--- config.mk ---
export PLATFORM = sky130hd
export DESIGN_NAME = dmem_port_arbiter_flat
export DESIGN_NICKNAME = d
export VERILOG_FILES = /design/src/rtl/dmem_port_arbiter_pkg.sv /design/src/rtl/dmem_port_arbiter_if.sv /design/src/rtl/dmem_port_arbiter_rd_tag_pipe.sv /design/src/rtl/dmem_port_arbiter.sv /design/src/flat_wrapper.sv
export SDC_FILE = /design/constraint.sdc
export NUM_CORES = 1
export LEC_CHECK = 0
export ABC_AREA = 1
export CAP_MARGIN = 15
export CELL_PAD_IN_SITES_DETAIL_PLACEMENT = 0
export CELL_PAD_IN_SITES_GLOBAL_PLACEMENT = 1
export CORE_ASPECT_RATIO = 0.7
export CORE_MARGIN = 4
export CORE_UTILIZATION = 25
export CTS_BUF_LIST = sky130_fd_sc_hd__clkbuf_8
export DETAILED_ROUTE_END_ITERATION = 10
export PLACE_DENSITY = 0.88
export SETUP_SLACK_MARGIN = 0.2
export SYNTH_ARGS = -nofsm -noshare
export SYNTH_HDL_FRONTEND = slang
export SYNTH_SLANG_ARGS = --single-unit
--- constraint.sdc ---
create_clock -name clk -period 3.4 [get_ports clk]
set_input_delay 0.85 -clock clk [delete_from_list [all_inputs] [get_ports clk]]
set_output_delay 0.85 -clock clk [all_outputs]
set_load 0.005 [all_outputs]
--- src/rtl/dmem_port_arbiter_pkg.sv ---
// Shared types for the data-memory port arbiter: requester ownership,
// FSM state encoding, read-tag layout and the starvation counter helper.
package dmem_port_arbiter_pkg;

  typedef enum logic {
    OWN_CORE = 1'b0,
    OWN_LDR  = 1'b1
  } owner_e;

  typedef enum logic [1:0] {
    LOAD    = 2'd0,
    RUN     = 2'd1,
    STARVED = 2'd2
  } state_e;

  // One entry of the read-return pipe: which requester a read belongs to.
  typedef struct packed {
    logic   valid;
    owner_e owner;
  } tag_t;

  localparam int WAIT_W = 8;

  // Saturating increment used by the loader starvation counter.
  function automatic logic [WAIT_W-1:0] sat_inc(input logic [WAIT_W-1:0] value,
                                                input logic [WAIT_W-1:0] limit);
    return (value >= limit) ? limit : value + WAIT_W'(1);
  endfunction

endpackage

--- src/rtl/dmem_port_arbiter_if.sv ---
// Bus bundle between the core, the UART loader and the single data-memory
// port. The slave modport is the arbiter's view; master is the far side.
interface dmem_port_arbiter_if #(
  parameter int ADDR_W = 32,
  parameter int DATA_W = 32
);

  // Core requester
  logic              c_req;
  logic              c_we;
  logic [ADDR_W-1:0] c_addr;
  logic [DATA_W-1:0] c_wdata;
  logic              c_gnt;
  logic              c_rvalid;
  logic [DATA_W-1:0] c_rdata;

  // Loader requester
  logic              l_req;
  logic              l_we;
  logic [ADDR_W-1:0] l_addr;
  logic [DATA_W-1:0] l_wdata;
  logic              l_gnt;
  logic              l_rvalid;
  logic [DATA_W-1:0] l_rdata;

  // Memory port
  logic              m_en;
  logic              m_we;
  logic [ADDR_W-1:0] m_addr;
  logic [DATA_W-1:0] m_wdata;
  logic [DATA_W-1:0] m_rdata;

  modport slave (
    input  c_req, c_we, c_addr, c_wdata,
    output c_gnt, c_rvalid, c_rdata,
    input  l_req, l_we, l_addr, l_wdata,
    output l_gnt, l_rvalid, l_rdata,
    output m_en, m_we, m_addr, m_wdata,
    input  m_rdata
  );

  modport master (
    output c_req, c_we, c_addr, c_wdata,
    input  c_gnt, c_rvalid, c_rdata,
    output l_req, l_we, l_addr, l_wdata,
    input  l_gnt, l_rvalid, l_rdata,
    input  m_en, m_we, m_addr, m_wdata,
    output m_rdata
  );

endinterface

--- src/rtl/dmem_port_arbiter_rd_tag_pipe.sv ---
// Read-return tag pipe: carries {valid, owner} alongside the memory's read
// latency so returning data can be steered to the requester that issued it.
module dmem_rd_tag_pipe
  import dmem_port_arbiter_pkg::*;
#(
  parameter int DEPTH = 1
) (
  input  logic clk,
  input  logic rstn,
  input  tag_t tag_in,
  output tag_t tag_out,
  output logic any_valid
);

  tag_t pipe [DEPTH];

  // Shift tags one stage per cycle; reset discards reads in flight.
  always_ff @(posedge clk) begin
    // NOTE: this array is reset on purpose: stale valid bits would emit
    // rvalid for reads that reset dropped. Plain data storage needs no reset.
    if (!rstn) begin
      for (int i = 0; i < DEPTH; i++) pipe[i] <= '0;
    end else begin
      pipe[0] <= tag_in;
      for (int i = 1; i < DEPTH; i++) pipe[i] <= pipe[i-1];
    end
  end

  assign tag_out = pipe[DEPTH-1];

  // Any stage holding a live read keeps the port busy.
  always_comb begin
    any_valid = 1'b0;
    for (int i = 0; i < DEPTH; i++) any_valid = any_valid | pipe[i].valid;
  end

endmodule

--- src/rtl/dmem_port_arbiter.sv ---
// Data-memory port arbiter between the pipelined core and the UART loader.
// LOAD: loader has priority. RUN: core has priority, but a loader denied for
// MAX_WAIT consecutive cycles is forced one grant through STARVED.
// RD_LAT must be 1..4 and MAX_WAIT 1..255.
module dmem_port_arbiter
  import dmem_port_arbiter_pkg::*;
#(
  parameter int ADDR_W   = 32,
  parameter int DATA_W   = 32,
  parameter int RD_LAT   = 1,
  parameter int MAX_WAIT = 8
) (
  input  logic                 clk,
  input  logic                 rstn,
  input  logic                 run_mode,
  output logic                 busy,
  dmem_port_arbiter_if.slave   bus
);

  localparam logic [WAIT_W-1:0] WAIT_LIMIT = WAIT_W'(MAX_WAIT);

  state_e            state;
  state_e            state_next;
  logic [WAIT_W-1:0] wait_cnt;
  logic [WAIT_W-1:0] wait_next;
  logic              c_gnt;
  logic              l_gnt;
  logic              sel_we;
  logic [ADDR_W-1:0] sel_addr;
  logic [DATA_W-1:0] sel_wdata;
  owner_e            issue_owner;
  tag_t              issue_tag;
  tag_t              rd_tag;
  logic              pipe_busy;
  logic              c_rvalid;
  logic              l_rvalid;

  // Grant priority and next state/counter, decided from requests and state.
  always_comb begin
    // NOTE: every output of this block gets a default first so no path can
    // leave one unassigned and infer a latch.
    c_gnt      = 1'b0;
    l_gnt      = 1'b0;
    state_next = state;
    wait_next  = '0;
    case (state)
      LOAD: begin
        l_gnt = bus.l_req;
        c_gnt = bus.c_req & ~bus.l_req;
        if (run_mode) state_next = RUN;
      end
      RUN: begin
        c_gnt = bus.c_req;
        l_gnt = bus.l_req & ~bus.c_req;
        if (bus.l_req && !l_gnt) wait_next = sat_inc(wait_cnt, WAIT_LIMIT);
        if (wait_next == WAIT_LIMIT) state_next = STARVED;
      end
      STARVED: begin
        // Loader takes the next grant; leave after it or once l_req drops.
        l_gnt      = bus.l_req;
        c_gnt      = bus.c_req & ~bus.l_req;
        state_next = RUN;
      end
      default: state_next = LOAD;
    endcase
    if (!rstn) begin
      c_gnt = 1'b0;
      l_gnt = 1'b0;
    end
  end

  // FSM state and starvation counter registers.
  always_ff @(posedge clk) begin
    // NOTE: sequential state uses non-blocking assignments so every register
    // samples pre-edge values regardless of statement order.
    if (!rstn) begin
      state    <= LOAD;
      wait_cnt <= '0;
    end else begin
      state    <= state_next;
      wait_cnt <= wait_next;
    end
  end

  // Fields of whichever requester won this cycle.
  always_comb begin
    sel_we    = bus.c_we;
    sel_addr  = bus.c_addr;
    sel_wdata = bus.c_wdata;
    if (l_gnt) begin
      sel_we    = bus.l_we;
      sel_addr  = bus.l_addr;
      sel_wdata = bus.l_wdata;
    end
  end

  // Issue register: a grant in cycle N becomes the memory access in N+1.
  always_ff @(posedge clk) begin
    if (!rstn) begin
      bus.m_en    <= 1'b0;
      bus.m_we    <= 1'b0;
      bus.m_addr  <= '0;
      bus.m_wdata <= '0;
      issue_owner <= OWN_CORE;
    end else begin
      bus.m_en <= c_gnt | l_gnt;
      bus.m_we <= (c_gnt | l_gnt) & sel_we;
      if (c_gnt || l_gnt) begin
        bus.m_addr  <= sel_addr;
        bus.m_wdata <= sel_wdata;
        issue_owner <= l_gnt ? OWN_LDR : OWN_CORE;
      end
    end
  end

  // Only reads need a return tag; it travels with the issued access.
  assign issue_tag.valid = bus.m_en & ~bus.m_we;
  assign issue_tag.owner = issue_owner;

  dmem_rd_tag_pipe #(
    .DEPTH (RD_LAT)
  ) u_tag_pipe (
    .clk       (clk),
    .rstn      (rstn),
    .tag_in    (issue_tag),
    .tag_out   (rd_tag),
    .any_valid (pipe_busy)
  );

  // Steer returning read data to its owner; the other side reads zero.
  always_comb begin
    c_rvalid = rstn & rd_tag.valid & (rd_tag.owner == OWN_CORE);
    l_rvalid = rstn & rd_tag.valid & (rd_tag.owner == OWN_LDR);
  end

  assign bus.c_gnt    = c_gnt;
  assign bus.l_gnt    = l_gnt;
  assign bus.c_rvalid = c_rvalid;
  assign bus.l_rvalid = l_rvalid;
  assign bus.c_rdata  = c_rvalid ? bus.m_rdata : '0;
  assign bus.l_rdata  = l_rvalid ? bus.m_rdata : '0;
  assign busy         = bus.m_en | pipe_busy;

endmodule

--- src/flat_wrapper.sv ---
// flat-port wrapper written by rule: the top's interface ports become plain ports
module dmem_port_arbiter_flat import dmem_port_arbiter_pkg::*;
#(
  parameter int ADDR_W   = 32,
  parameter int DATA_W   = 32,
  parameter int RD_LAT   = 1,
  parameter int MAX_WAIT = 8
)
  (clk, rstn, run_mode, busy, bus_c_req, bus_c_we, bus_c_addr, bus_c_wdata, bus_c_gnt, bus_c_rvalid, bus_c_rdata, bus_l_req, bus_l_we, bus_l_addr, bus_l_wdata, bus_l_gnt, bus_l_rvalid, bus_l_rdata, bus_m_en, bus_m_we, bus_m_addr, bus_m_wdata, bus_m_rdata);
  dmem_port_arbiter_if #(.ADDR_W(ADDR_W), .DATA_W(DATA_W)) bus_i ();
  input  logic clk;
  input  logic rstn;
  input  logic run_mode;
  output logic busy;
  input wire logic [$bits(bus_i.c_req)-1:0] bus_c_req;
  input wire logic [$bits(bus_i.c_we)-1:0] bus_c_we;
  input wire logic [$bits(bus_i.c_addr)-1:0] bus_c_addr;
  input wire logic [$bits(bus_i.c_wdata)-1:0] bus_c_wdata;
  output wire logic [$bits(bus_i.c_gnt)-1:0] bus_c_gnt;
  output wire logic [$bits(bus_i.c_rvalid)-1:0] bus_c_rvalid;
  output wire logic [$bits(bus_i.c_rdata)-1:0] bus_c_rdata;
  input wire logic [$bits(bus_i.l_req)-1:0] bus_l_req;
  input wire logic [$bits(bus_i.l_we)-1:0] bus_l_we;
  input wire logic [$bits(bus_i.l_addr)-1:0] bus_l_addr;
  input wire logic [$bits(bus_i.l_wdata)-1:0] bus_l_wdata;
  output wire logic [$bits(bus_i.l_gnt)-1:0] bus_l_gnt;
  output wire logic [$bits(bus_i.l_rvalid)-1:0] bus_l_rvalid;
  output wire logic [$bits(bus_i.l_rdata)-1:0] bus_l_rdata;
  output wire logic [$bits(bus_i.m_en)-1:0] bus_m_en;
  output wire logic [$bits(bus_i.m_we)-1:0] bus_m_we;
  output wire logic [$bits(bus_i.m_addr)-1:0] bus_m_addr;
  output wire logic [$bits(bus_i.m_wdata)-1:0] bus_m_wdata;
  input wire logic [$bits(bus_i.m_rdata)-1:0] bus_m_rdata;
  assign bus_i.c_req = bus_c_req;
  assign bus_i.c_we = bus_c_we;
  assign bus_i.c_addr = bus_c_addr;
  assign bus_i.c_wdata = bus_c_wdata;
  assign bus_c_gnt = bus_i.c_gnt;
  assign bus_c_rvalid = bus_i.c_rvalid;
  assign bus_c_rdata = bus_i.c_rdata;
  assign bus_i.l_req = bus_l_req;
  assign bus_i.l_we = bus_l_we;
  assign bus_i.l_addr = bus_l_addr;
  assign bus_i.l_wdata = bus_l_wdata;
  assign bus_l_gnt = bus_i.l_gnt;
  assign bus_l_rvalid = bus_i.l_rvalid;
  assign bus_l_rdata = bus_i.l_rdata;
  assign bus_m_en = bus_i.m_en;
  assign bus_m_we = bus_i.m_we;
  assign bus_m_addr = bus_i.m_addr;
  assign bus_m_wdata = bus_i.m_wdata;
  assign bus_i.m_rdata = bus_m_rdata;
  dmem_port_arbiter #(.ADDR_W(ADDR_W), .DATA_W(DATA_W), .RD_LAT(RD_LAT), .MAX_WAIT(MAX_WAIT)) u_core (.clk(clk), .rstn(rstn), .run_mode(run_mode), .busy(busy), .bus(bus_i));
endmodule
==> summary.txt <==
slowest CP cell = clkdlybuf4s50_1
synthesized cell area = 4040 µm²
H-tree Lvls = 3
Ys Warns = 0
fin crit period = 3130 ps
wire length on met3 = 1350 µm
DRC viols = 0
Diodes inserted = 0
cell count after synthesis = 528
peak supply drop = 0.174 mV
WL/cell = 14.0 µm
routed wl met2 = 6420 µm
RSZ-0062 raised after global routing = yes
DRT iter0 DRCs = 179
Worst Tran Pin Value = 689 ps
die height = 114 µm
io pins = 302
first-pass GRT wire length = 21300 µm
FMAX = 319 MHz
die extent in x = 160 µm
commonest non-fill, non-tap cells in the layout = clkdlybuf4s50_1, o21ai_1, dfxtp_1
vias in the first global route = 4097
P per Cell Area = 333 nW/µm²
Clock Latency Late Sink = 350 ps
vias post-DR = 4367
GP Congestion = 0.797
Yosys reg bits = 79
synthesized area per cell = 7.66 µm²
CTS root buf = clkbuf_8
Worst-path clk slew = 80 ps
CTS Sinks = 79
dpl hpwl = 10800 µm
crit path max fanout = 3
register area share after synthesis = 39.1%
CTS tree = yes
row count = 38
synthesis-to-layout area growth = 82.0%
leak pwr = 2.78 nW
port bufs = 301
placed cell areas = 7140 µm²
Final Hold Viols = 0
Worst path top cell family by delay = buffers and inverters
antenna violations before repair = 0
maxcap violations = 0
prevailing post-synth register cell = dfxtp_1
Worst path max stage delay = 530 ps
fin area = 7360 µm²
Setup Viol. Count Final = 0
status = complete, no violations
TritonRoute pass-1 iters = 6
Startpoint Class = input pin
crit path DAT = 2280 ps
Die ar. = 18300 µm²
core area = 15700 µm²
postcts setup bufs = 0
worst-path cell chain = clkdlybuf4s50_1 -> inv_1 -> nand2_1 -> a21boi_4 -> nand2_2 -> inv_1 -> clkdlybuf4s50_1
Setup Total Neg Slack = 0 ps
initial core utilization = 25.8%
WS Path Type = input pin to output pin
vias per cell = 4.29
CP required = 2550 ps
fin. max-slew vios = 0
commonest non-fill, non-tap cell in the layout = clkdlybuf4s50_1
Fillers = 1538
CP endpoint kind = output pin
largest net degree at the start of global routing = 87
clock buffer depth = 2
Met1 Wirelength = 6280 µm
Tcrit/Tclk final = 92.2%
CTS buffer count = 9
nets@finish = 981
Top Metal Used = met4
GRT overflow = 0
drt total wl = 14200 µm
Worst slew margin = 54.0%
Routed Antenna Nets = 0
share of cells above drive strength 1 = 9.79%
crit path buf inv count = 4
post-synth cell types = 28
EDFF count, synth = 0
Setup Skew = 7.76 ps
Post-synth ARST share = 0%
HP Class = register to register
GRT Overall Usage = 14.4%
sequential cells by signal, indices dropped and copies added, names as in the netlist:
signal                  cells
u_core.u_tag_pipe.pipe      2
u_core.bus.m_en             1
u_core.state                2
u_core.issue_owner          1
u_core.bus.m_addr          32
u_core.wait_cnt             8
u_core.bus.m_we             1
u_core.bus.m_wdata         32
per-stage QoR:
step / std cells / util (%) / hold slack (ps) / worst slack [ps] / power [W]
after floorplan: 531 / - / 400 / 1100 / 0.00135
after global placement: 1001 / 45.5 / 411 / 236 / 0.00176
after detailed placement: 1001 / 45.5 / 415 / 234 / 0.00177
after CTS: 1017 / 46.8 / 428 / 229 / 0.00251
after global routing: 1017 / 46.9 / 462 / 180 / 0.00261
final: 1017 / 46.9 / 425 / 266 / 0.00245
worst paths after layout:
check             startpoint                           end  slack (ps)  cells past startpoint
max                bus_l_req                     bus_c_gnt         270                      7
min          u_core.bus.m_we  u_core.u_tag_pipe.pipe[0][1]         430                      1
max reg2reg  u_core.state[1]          u_core.bus.m_addr[7]        1520                      7
min reg2reg  u_core.bus.m_we  u_core.u_tag_pipe.pipe[0][1]         430                      1
final cells by class:
type                    instances  area, µm²  area share, %
repair buffers                311       3110           42.3
clock inverters                 6       61.3          0.833
well taps                     200        250           3.40
multi-input cells             363       2030           27.6
inverters                      48        180           2.45
clock buffers                  10        138           1.87
flip-flops and latches         79       1580           21.5
kinds of logic after synthesis:
logic type,count (synthesis),synth area share [%]
buf+inv,89,11.2
compound gates,198,28.9
xor+xnor,1,0.217
simple gates,158,19.8
fa+ha+maj,2,0.619
flops,79,39.1
other cells,1,0.0928
timing repair:
item / 4_1_cts / 5_1_grt
hold buffers: 0 / 0
resized for setup: 0 / 4
endpoints found under the setup margin: 0 / 33
power by group:
group	internal, W	total [W]	leakage (nW)	switching, W
clock network	0.000356	0.000709	0.0957	0.000354
logic	0.000412	0.000691	2.03	0.000279
registers	0.00101	0.00105	0.654	0.0000395
synthesized netlist by cell type, types with 2 or more instances:
library cell	instances	area share, %
buf_2	11	1.4
clkbuf_1	13	1.2
dfxtp_1	79	39
inv_1	47	4.4
a21oi_2	45	9.7
ha_1	2	0.62
nor3_1	3	0.37
a21oi_1	20	2.5
or2_0	63	9.7
nand2_1	11	1.0
nand4_1	3	0.46
o21ai_0	46	5.7
nand3_1	2	0.25
nor2_1	68	6.3
buf_6	11	3.1
o21ai_1	85	11
buf_4	6	1.1
nand2_2	3	0.46
routing by layer:
layer	vias to the layer above	track usage (%)
met2	160	23.5
li1	2285	-
met5	-	0
met3	13	6.51
met1	1909	17.5
met4	0	3.55
No activity file was read; power rests on OpenSTA's default activity.
